`src/rtl/msk_tx_pkg.sv`:
```
// Shared types, sizes and pulse table for the MSK transmit upsampler.
// Contents:
//   OSF / TAPS_PPH / WIQ / WO  - branch count, taps per branch, in/out widths
//   coef_t                     - Q1.15 signed coefficient
//   COEF[OSF][TAPS_PPH]        - half-sine MSK pulse split into polyphase rows
//   sat_round()                - round half-up, >>15, saturate to WO bits
package msk_tx_pkg;

  localparam int OSF      = 20;
  localparam int TAPS_PPH = 5;
  localparam int WIQ      = 16;
  localparam int WO       = 18;
  localparam int CW       = 16;
  localparam int PW       = WIQ + CW;
  localparam int AW       = PW + $clog2(TAPS_PPH);
  localparam int PHW      = $clog2(OSF);

  typedef logic signed [CW-1:0] coef_t;

  // h[n] = round(32767 * sin(pi*n/40)), n = 0..39, laid out as
  // COEF[p][k] = h[p + OSF*k]. The half-sine spans two symbols, so taps 2..4
  // are zero; the history depth is kept for longer pulses.
  localparam coef_t COEF [OSF][TAPS_PPH] = '{
    '{16'sd0,     16'sd32767, 16'sd0, 16'sd0, 16'sd0},
    '{16'sd2571,  16'sd32666, 16'sd0, 16'sd0, 16'sd0},
    '{16'sd5126,  16'sd32364, 16'sd0, 16'sd0, 16'sd0},
    '{16'sd7649,  16'sd31862, 16'sd0, 16'sd0, 16'sd0},
    '{16'sd10126, 16'sd31163, 16'sd0, 16'sd0, 16'sd0},
    '{16'sd12539, 16'sd30273, 16'sd0, 16'sd0, 16'sd0},
    '{16'sd14876, 16'sd29196, 16'sd0, 16'sd0, 16'sd0},
    '{16'sd17121, 16'sd27938, 16'sd0, 16'sd0, 16'sd0},
    '{16'sd19260, 16'sd26509, 16'sd0, 16'sd0, 16'sd0},
    '{16'sd21280, 16'sd24916, 16'sd0, 16'sd0, 16'sd0},
    '{16'sd23170, 16'sd23170, 16'sd0, 16'sd0, 16'sd0},
    '{16'sd24916, 16'sd21280, 16'sd0, 16'sd0, 16'sd0},
    '{16'sd26509, 16'sd19260, 16'sd0, 16'sd0, 16'sd0},
    '{16'sd27938, 16'sd17121, 16'sd0, 16'sd0, 16'sd0},
    '{16'sd29196, 16'sd14876, 16'sd0, 16'sd0, 16'sd0},
    '{16'sd30273, 16'sd12539, 16'sd0, 16'sd0, 16'sd0},
    '{16'sd31163, 16'sd10126, 16'sd0, 16'sd0, 16'sd0},
    '{16'sd31862, 16'sd7649,  16'sd0, 16'sd0, 16'sd0},
    '{16'sd32364, 16'sd5126,  16'sd0, 16'sd0, 16'sd0},
    '{16'sd32666, 16'sd2571,  16'sd0, 16'sd0, 16'sd0}
  };

  localparam logic signed [AW-1:0] SAT_HI = AW'((1 << (WO-1)) - 1);
  localparam logic signed [AW-1:0] SAT_LO = AW'(-(1 << (WO-1)));

  function automatic logic signed [WO-1:0] sat_round(input logic signed [AW-1:0] acc);
    logic signed [AW-1:0] r;
    r = (acc + AW'(1 << (CW-2))) >>> (CW-1);
    if (r > SAT_HI)      sat_round = SAT_HI[WO-1:0];
    else if (r < SAT_LO) sat_round = SAT_LO[WO-1:0];
    else                 sat_round = r[WO-1:0];
  endfunction

endpackage

```
`src/rtl/polyphase_mac.sv`:
```
// One rail (I or Q) of the polyphase filter: stage 1 registers the
// TAPS_PPH products, stage 2 registers the rounded/saturated sum.
// Ports:
//   clk, rst   clock, synchronous active-high reset
//   en_i       load new products (one per output-rate strobe)
//   sum_en_i   stage-1 data is valid; update the output register
//   coef_i     coefficient row for the current phase
//   hist_i     symbol history (post-shift)
//   y_o        shaped sample, held while sum_en_i is low
module polyphase_mac
  import msk_tx_pkg::*;
(
  input  logic                               clk,
  input  logic                               rst,
  input  logic                               en_i,
  input  logic                               sum_en_i,
  input  coef_t [TAPS_PPH-1:0]               coef_i,
  input  logic  [TAPS_PPH-1:0][WIQ-1:0]      hist_i,
  output logic signed [WO-1:0]               y_o
);

  logic [TAPS_PPH-1:0][PW-1:0] prod_q, prod_d;
  logic signed [WO-1:0]        y_q, y_d;
  logic signed [AW-1:0]        acc;

  always_comb begin
    prod_d = prod_q;
    if (en_i) begin
      for (int k = 0; k < TAPS_PPH; k++)
        prod_d[k] = PW'($signed(coef_i[k])) * PW'($signed(hist_i[k]));
    end
  end

  always_comb begin
    acc = '0;
    for (int k = 0; k < TAPS_PPH; k++)
      acc = acc + AW'($signed(prod_q[k]));
    y_d = sum_en_i ? sat_round(acc) : y_q;
  end

  always_ff @(posedge clk) begin
    if (rst) begin
      prod_q <= '0;
      y_q    <= '0;
    end else begin
      prod_q <= prod_d;
      y_q    <= y_d;
    end
  end

  assign y_o = y_q;

endmodule

```
`src/rtl/polyphase_interp_tx.sv`:
```
// Transmit polyphase upsampler / MSK pulse shaper. Takes one I/Q symbol per
// OSF output strobes and emits one shaped sample per samp_en_i, 2 cycles later.
// Ports:
//   clk, rst            clock, synchronous active-high reset
//   sym_i_i, sym_q_i    symbol in (signed WIQ)
//   sym_val_i/sym_rdy_o symbol handshake, one-entry holding register
//   samp_en_i           output-rate strobe
//   i_o, q_o, iq_val_o  shaped sample out (signed WO), held while not valid
//   underflow_o         sticky: phase 0 hit with no symbol held
//   sym_strobe_o        (TX_SYM_STROBE_EN only) marks the phase-0 sample
// Build option: define TX_SYM_STROBE_EN to add sym_strobe_o.
module polyphase_interp_tx
  import msk_tx_pkg::*;
(
  input  logic                  clk,
  input  logic                  rst,
  input  logic [WIQ-1:0]        sym_i_i,
  input  logic [WIQ-1:0]        sym_q_i,
  input  logic                  sym_val_i,
  output logic                  sym_rdy_o,
  input  logic                  samp_en_i,
  output logic signed [WO-1:0]  i_o,
  output logic signed [WO-1:0]  q_o,
  output logic                  iq_val_o,
  output logic                  underflow_o
`ifdef TX_SYM_STROBE_EN
  ,
  output logic                  sym_strobe_o
`endif
);

  localparam int STAGES = 2;

  logic [PHW-1:0]               phase_q, phase_d;
  logic                         held_q, held_d;
  logic [WIQ-1:0]               hold_i_q, hold_i_d, hold_q_q, hold_q_d;
  logic [TAPS_PPH-1:0][WIQ-1:0] hist_i_q, hist_i_d, hist_q_q, hist_q_d;
  logic                         underflow_q, underflow_d;
  logic [STAGES:1]              vld_pipe_q, vld_pipe_d;
  logic [WIQ-1:0]               new_i, new_q;
  logic                         consume, accept;
  coef_t [TAPS_PPH-1:0]         coef_row;

  // The held symbol leaves on the phase-0 strobe, so a new one can be taken
  // in the same cycle.
  assign consume   = samp_en_i & (phase_q == '0);
  assign sym_rdy_o = ~rst & (~held_q | consume);
  assign accept    = sym_val_i & sym_rdy_o;

  // An empty holding register at phase 0 injects a zero symbol.
  assign new_i = held_q ? hold_i_q : '0;
  assign new_q = held_q ? hold_q_q : '0;

  always_comb begin
    phase_d     = phase_q;
    held_d      = held_q;
    hold_i_d    = hold_i_q;
    hold_q_d    = hold_q_q;
    hist_i_d    = hist_i_q;
    hist_q_d    = hist_q_q;
    underflow_d = underflow_q;
    vld_pipe_d  = {vld_pipe_q[STAGES-1:1], samp_en_i};

    if (samp_en_i)
      phase_d = (phase_q == PHW'(OSF-1)) ? '0 : phase_q + 1'b1;

    if (consume) begin
      hist_i_d = {hist_i_q[TAPS_PPH-2:0], new_i};
      hist_q_d = {hist_q_q[TAPS_PPH-2:0], new_q};
      held_d   = 1'b0;
      if (!held_q) underflow_d = 1'b1;
    end

    if (accept) begin
      held_d   = 1'b1;
      hold_i_d = sym_i_i;
      hold_q_d = sym_q_i;
    end
  end

  always_ff @(posedge clk) begin
    if (rst) begin
      phase_q     <= '0;
      held_q      <= 1'b0;
      hold_i_q    <= '0;
      hold_q_q    <= '0;
      hist_i_q    <= '0;
      hist_q_q    <= '0;
      underflow_q <= 1'b0;
      vld_pipe_q  <= '0;
    end else begin
      phase_q     <= phase_d;
      held_q      <= held_d;
      hold_i_q    <= hold_i_d;
      hold_q_q    <= hold_q_d;
      hist_i_q    <= hist_i_d;
      hist_q_q    <= hist_q_d;
      underflow_q <= underflow_d;
      vld_pipe_q  <= vld_pipe_d;
    end
  end

  always_comb begin
    for (int k = 0; k < TAPS_PPH; k++)
      coef_row[k] = COEF[phase_q][k];
  end

  // Rails: 0 = I, 1 = Q. The MACs see the post-shift history so the phase-0
  // sample already includes the newest symbol.
  logic [1:0][TAPS_PPH-1:0][WIQ-1:0] hist_rail;
  logic [1:0][WO-1:0]                y_rail;

  assign hist_rail[0] = hist_i_d;
  assign hist_rail[1] = hist_q_d;

  for (genvar r = 0; r < 2; r++) begin : g_rail
    polyphase_mac u_mac (
      .clk      (clk),
      .rst      (rst),
      .en_i     (samp_en_i),
      .sum_en_i (vld_pipe_q[1]),
      .coef_i   (coef_row),
      .hist_i   (hist_rail[r]),
      .y_o      (y_rail[r])
    );
  end

  assign i_o         = y_rail[0];
  assign q_o         = y_rail[1];
  assign iq_val_o    = vld_pipe_q[STAGES];
  assign underflow_o = underflow_q;

`ifdef TX_SYM_STROBE_EN
  // Phase-0 marker rides alongside the valid pipe.
  logic [STAGES:1] strb_pipe_q, strb_pipe_d;

  assign strb_pipe_d = {strb_pipe_q[STAGES-1:1], consume};

  always_ff @(posedge clk) begin
    if (rst) strb_pipe_q <= '0;
    else     strb_pipe_q <= strb_pipe_d;
  end

  assign sym_strobe_o = strb_pipe_q[STAGES];
`endif

endmodule

```
`config.mk`:
```
export PLATFORM = sky130hd
export DESIGN_NAME = polyphase_interp_tx
export DESIGN_NICKNAME = d
export VERILOG_FILES = /design/src/rtl/msk_tx_pkg.sv /design/src/rtl/polyphase_mac.sv /design/src/rtl/polyphase_interp_tx.sv
export SDC_FILE = /design/constraint.sdc
export NUM_CORES = 2
export LEC_CHECK = 0
export CAP_MARGIN = 0
export CORE_ASPECT_RATIO = 0.9
export CORE_MARGIN = 10
export CORE_UTILIZATION = 30
export DETAILED_ROUTE_END_ITERATION = 7
export PLACE_DENSITY = 0.47
export SYNTH_ARGS = -nofsm -noshare
export SYNTH_HDL_FRONTEND = slang
export SYNTH_SLANG_ARGS = --single-unit
```
`constraint.sdc`:
```
create_clock -name clk -period 12.1 [get_ports clk]
set_input_delay 1.815 -clock clk [delete_from_list [all_inputs] [get_ports clk]]
set_output_delay 1.815 -clock clk [all_outputs]
set_load 0.02 [all_outputs]
```
### After elaboration in Yosys (flattened, before gate mapping)

Memories as Yosys holds them, arrays and structs flattened.
Index checks and enable logic that the tools add are counted.

| storage, ports and cells | value |
|---|---|
| memories | 1 |
| bits of input ports | 36 |
| logic and storage cells | 79 |
| register bits | 557 |
| bits in read-only memories | 2560 |

| operators by class | value |
|---|---|
| bitwise gates (word level) | 7 |
| multipliers | 10 |
| add/subtract/negate cells | 11 |
| reductions and logical operators | 3 |
| order comparisons | 5 |
| multiplexer cells | 13 |
| equal/unequal tests | 1 |

Memories:

| name | words | bits a word | read ports | clocked after memory_dff | write ports | RTL line | source |
|---|---|---|---|---|---|---|---|
| (name not given) | 32 | 80 | 1 | 0 | 0 | polyphase_interp_tx.sv:105 | `coef_row[k] = COEF[phase_q][k];` |

Operators with widths:

| kind | count |
|---|---|
| $mul 16x16->32 | 10 |
| $mux 80 | 4 |
| $add 35x32->35 | 4 |
| $mux 18 | 4 |
| $add 35x16->35 const B | 2 |
| $add 33x32->34 | 2 |
| $add 32x32->33 | 2 |
| $gt 20x18->1 const B | 2 |
| $lt 20x18->1 const B | 2 |
| $mux 16 | 2 |
| $ge 6x6->1 const B | 1 |
| $not 5->6 | 1 |
| $add 5x1->5 const B | 1 |
| $eq 5x5->1 const B | 1 |
| $logic_not 5->1 | 1 |
| $mux 5 | 1 |
| $and 1x1->1 | 3 |
| $mux 1 | 2 |
| $not 1->1 | 2 |
| $reduce_and 2->1 | 1 |
| $reduce_bool 2->1 | 1 |
| $or 1x1->1 | 1 |

### Longest topological paths before layout

| logic depth | value |
|---|---|
| depth after elaboration | 8 |
| mapped depth | 36 |
| depth with buffers taken out | 33 |

### Cells and area by module

From an unflattened synthesis, not the netlist that was laid out.

| second synthesis, totals | value |
|---|---|
| cell total of the unflattened synthesis | 14393 |
| area, all modules | 128883.6 um^2 |

By module, submodules not included:

| module | sequential area each (um^2) | area each (um^2) | times used | cells each |
|---|---|---|---|---|
| polyphase_mac at g_rail[1].u_mac | 3563.4 | 59637.2 | 1 | 6604 |
| polyphase_mac at g_rail[0].u_mac | 3563.4 | 59433.3 | 1 | 6568 |
| polyphase_interp_tx | 4023.9 | 9813.2 | 1 | 1221 |

### Worst setup path before layout

OpenSTA, ideal clock, no wires.

| path | value |
|---|---|
| kind | input to register |
| start point | input samp_en_i |
| end point | register g_rail[1].u_mac.prod_q[31] (netlist name) |
| library setup time | 0.086 ns |
| stages on the path | 29 |
| data arrival time | 8.916 ns |
| required time | 12.014 ns |
| path buffers | 4 |
| setup slack | 3.098 ns |
| cells stage by stage | nand2_1 > or3_1 > clkbuf_1 > clkbuf_1 > clkbuf_1 > buf_1 > o21ai_1 > nand2_1 > fa_1 > fa_1 > fa_1 > inv_1 > fa_1 > fa_1 > inv_1 > fa_1 > inv_1 > ha_1 > a21oi_1 > o22a_1 > o31ai_1 > o211a_1 > a211oi_1 > o31ai_1 > o21a_1 > o22a_1 > a221oi_1 > xnor2_1 > a211oi_1 |

| between the ends | value |
|---|---|
| cells in the longest elaborated chain, start to end | 3 |

RTL lines:

| element | RTL line | source |
|---|---|---|
| start: declaration | polyphase_interp_tx.sv:21 | `input logic samp_en_i,` |
| $and 1x1->1 | polyphase_interp_tx.sv:46 | `assign consume = samp_en_i & (phase_q == '0);` |
| $mux 80 | polyphase_interp_tx.sv:67 | `if (consume) begin` |
| $mul 16x16->32 | polyphase_mac.sv:30 | `prod_d[k] = PW'($signed(coef_i[k])) * PW'($signed(hist_i[k]));` |
| end signal: assignment | polyphase_mac.sv:46 | `prod_q <= prod_d;` |
| end: declaration | polyphase_mac.sv:22 | `logic [TAPS_PPH-1:0][PW-1:0] prod_q, prod_d;` |

Parallel ways exist; a longest one is shown, timed or not.
A chain may end at the register's enable or synchronous reset.

### Worst setup path after layout

| path | value |
|---|---|
| start point | register phase_q[0] |
| end point | register g_rail[1].u_mac.prod_q[62] (netlist name) |

| between the ends | value |
|---|---|
| cells in the longest elaborated chain, start to end | 5 |
| elaborated cells between the ends (all ways) | 8 |
| classes of those cells | mul (1); mux (3); bitwise (2); reduce/logical (1); memory (1) |

RTL lines:

| element | RTL line | source |
|---|---|---|
| start: declaration | polyphase_interp_tx.sv:34 | `logic [PHW-1:0] phase_q, phase_d;` |
| start signal: assignment | polyphase_interp_tx.sv:92 | `phase_q <= phase_d;` |
| $not 5->6 (not written as such) | polyphase_interp_tx.sv:105 |  |
| $mem_v2 32x80 | n/a |  |
| $mux 80 (2 in a row) | n/a |  |
| $mul 16x16->32 * | polyphase_mac.sv:30 |  |

Mark *: on every way between the ends. The rest lies on a longest branch, timed or not. The select of a mux whose other input is x is not followed.

==> results.cfg <==
[cts]
numCtsBuffers = 41
clock_latency_ps = 630
tritoncts = yes
cts_setup_buffers = 0
clk_pin_slew_worst_paths_ps = 60
clock_sink_count = 269
clk_path_buf_depth = 3
hold_buffers = 0
htreeDepth = 2
cts_resized = 0
clock-root-buffer = clkbuf_16

[floorplan]
io_pins = 75
die-area_sq_mm = 0.1747
die_w_um = 439.5
start_util_pct = 30.20
row_count = 138
coreArea_sq_mm = 0.1573
die_y_um = 397.5

[synthesis]
syn_inst = 5758
async_reset_ff_share_pct = 0
syn_area_per_cell_sq_um = 8.251
ys.flop_type = dfxtp_1
synth_cell_types = 91
muxShareOfSynthArea_pct = 2.557
syn-num-nets = 7141
ys_seq_area_share_pct = 11.34
synth-seq-cells = 269
synth-xor-area-share_pct = 2.710
synth_area_leaders = fa_1 30%, ha_1 17%, dfxtp_1 11%
synth_top_area_share_pct = 30.34
synth_top_family_by_area = adder cells
yosysWarnings = 0
synth_compound_area_share_pct = 9.228
yosys.area_share.simple_pct = 17.52
synth_edf_count = 0
syn_area_sq_mm = 0.04751
synth_top_area_cell = fa_1
synthAdderAreaFrac_pct = 46.85

[sta]
slew_viol_final = 0
tns_ps = 0
rsz0062_at_grt = no
whs_ps = 456.6
hold_viol = 0
max-slew-margin-rel_pct = 13.23
fmax_mhz = 102.7
worstMarginPinSlew_ps = 1301
finalSetupViolCount = 0
fin_ws_ps = 2361
fin_skew_ps = 39.22
fin_crit_ps = 9739
period_share_pct = 80.49

[drt]
final_antenna_net_count = 0
wl_per_cell_um = 19.70
drtIter0Drc = 2572
first_pass_iters = 6
viasPerCell = 4.864
drc = 0
vias = 38140
wirelength_um = 154500

[worst_setup_path]
crit_arrival_ps = 10180
worstSetupStartpointType = flop
cp-end-kind = flop
crit_path_top_delay_cell = mux2i_1
crit_type = flop to flop
critPathMaxStageDelay_ps = 990
cp.required_ps = 12540
path_max_fanout = 42

[power_and_ir_drop]
p_leak_nw = 26.80
finalPower_mw = 3.032
p_per_area_mw_per_mm2 = 58.18
ir_drop_mv = 0.07352

[outcome]
status = finished, final reports clean

[place]
dp_hpwl_um = 124100
placed_area_sq_mm = 0.05067
io_buffer_count = 74
place_ws_ps = 1745
dp.cells = 7767
routabilityCongestion = 0.8583

[final_layout]
final_cell_area_sq_mm = 0.05213
final_cell_mix = 971 x inv_1, 833 x nand2_1, 804 x nor2_1
postLayoutCoreUtil_pct = 33.14
synthToLayoutAreaGrowth_pct = 9.718
fin_cells = 7842
drive_gt1_share_pct = 3.988
n_fill_cell = 16540
fin_nets = 7093
final_common_cell = inv_1
diodes = 0

[hold_path]
hold_path.class = flop to flop

[global_route]
globalRouteOverflowTotal = 0
antenna_found_initial = 2
grt_pass1_vias = 38940
grt_start_max_net_pins = 124
grt_use_total_pct = 17.59
grt_first_pass_wirelength_um = 239200

[run]
max-cap-violations = 0
[worst paths after layout]
| path | start | slack, ps | endpoint | cells past startpoint |
|---|---|---|---|---|
| setup / recovery | phase_q[0] | 2360 | g_rail[1].u_mac.prod_q[62] | 26 |
| hold / removal | hold_q_q[15] | 460 | hold_q_q[15] | 2 |
| setup reg to reg | phase_q[0] | 2360 | g_rail[1].u_mac.prod_q[62] | 26 |
| hold reg to reg | hold_q_q[15] | 460 | hold_q_q[15] | 2 |
[sequential cells by signal (all words and copies together), names as in the netlist]
register	cells
g_rail.u_mac.prod_q	128
g_rail.u_mac.y_o	36
held_q	1
hist_i_q	32
hist_q_q	32
hold_i_q	16
hold_q_q	16
phase_q	5
underflow_o	1
vld_pipe_q	2
[kinds of logic after synthesis]
kind of cell             count (synthesis)
XOR/XNOR                               147
flip-flops                             269
multiplexers                           121
AND/OR/NAND/NOR                       1995
AO/OA/AOI/OAI                          649
buffers and inverters                 1230
adder cells (fa/ha/maj)               1347
[cell type report]
cell class / instances / area [sq um] / share of cell area (%)
multi-input cells: 4259 / 37540 / 72.03
flip-flops and latches: 269 / 5388 / 10.34
inverters: 974 / 3656 / 7.014
well taps: 2100 / 2628 / 5.041
repair buffers: 165 / 1455 / 2.792
clock buffers: 53 / 1174 / 2.252
clock inverters: 22 / 280.3 / 0.5377
[worst max-delay path, delay by kind of cell (launching register included)]
kind	cells	cell delay, ps
buf+inv	6	780
mux	2	1180
fa+ha+maj	8	3990
flops	1	860
compound gates	6	1530
simple gates	4	1220
[cells in the mapped netlist (all sizes together) (6+ instances only)]
cell	count
and3	34
a21boi	7
nor3b	8
o21ai	118
o31ai	13
a22oi	7
clkbuf	222
or2	15
nand3	83
mux2i	118
buf	34
a311oi	16
nor4	11
and2	17
a21oi	162
nor2b	24
or3	19
dfxtp	269
o31a	7
a211o	10
a41o	6
o21a	57
o21bai	25
a211oi	52
a31oi	25
xnor2	96
ha	627
o211ai	13
nor3	63
a2111oi	6
o22ai	9
nor2	804
inv	973
a21o	70
nand2	833
a41oi	6
fa	720
nand4	26
nand2b	27
nand3b	10
xor2	51
[metal layers]
layer	part of all wire (%)	GRT usage (%)
met5	0	0
met4	2.7	4.365
met3	5.6	2.490
met2	47	29.08
met1	45	24.07
[power by group]
part	leakage (nW)	internal (mW)	switching (mW)
clock network	0.697	0.797	0.509
logic	23.9	0.245	0.533
registers	2.19	0.919	0.0300
total	26.8	1.96	1.07
Power figures use the tool's default switching activity.
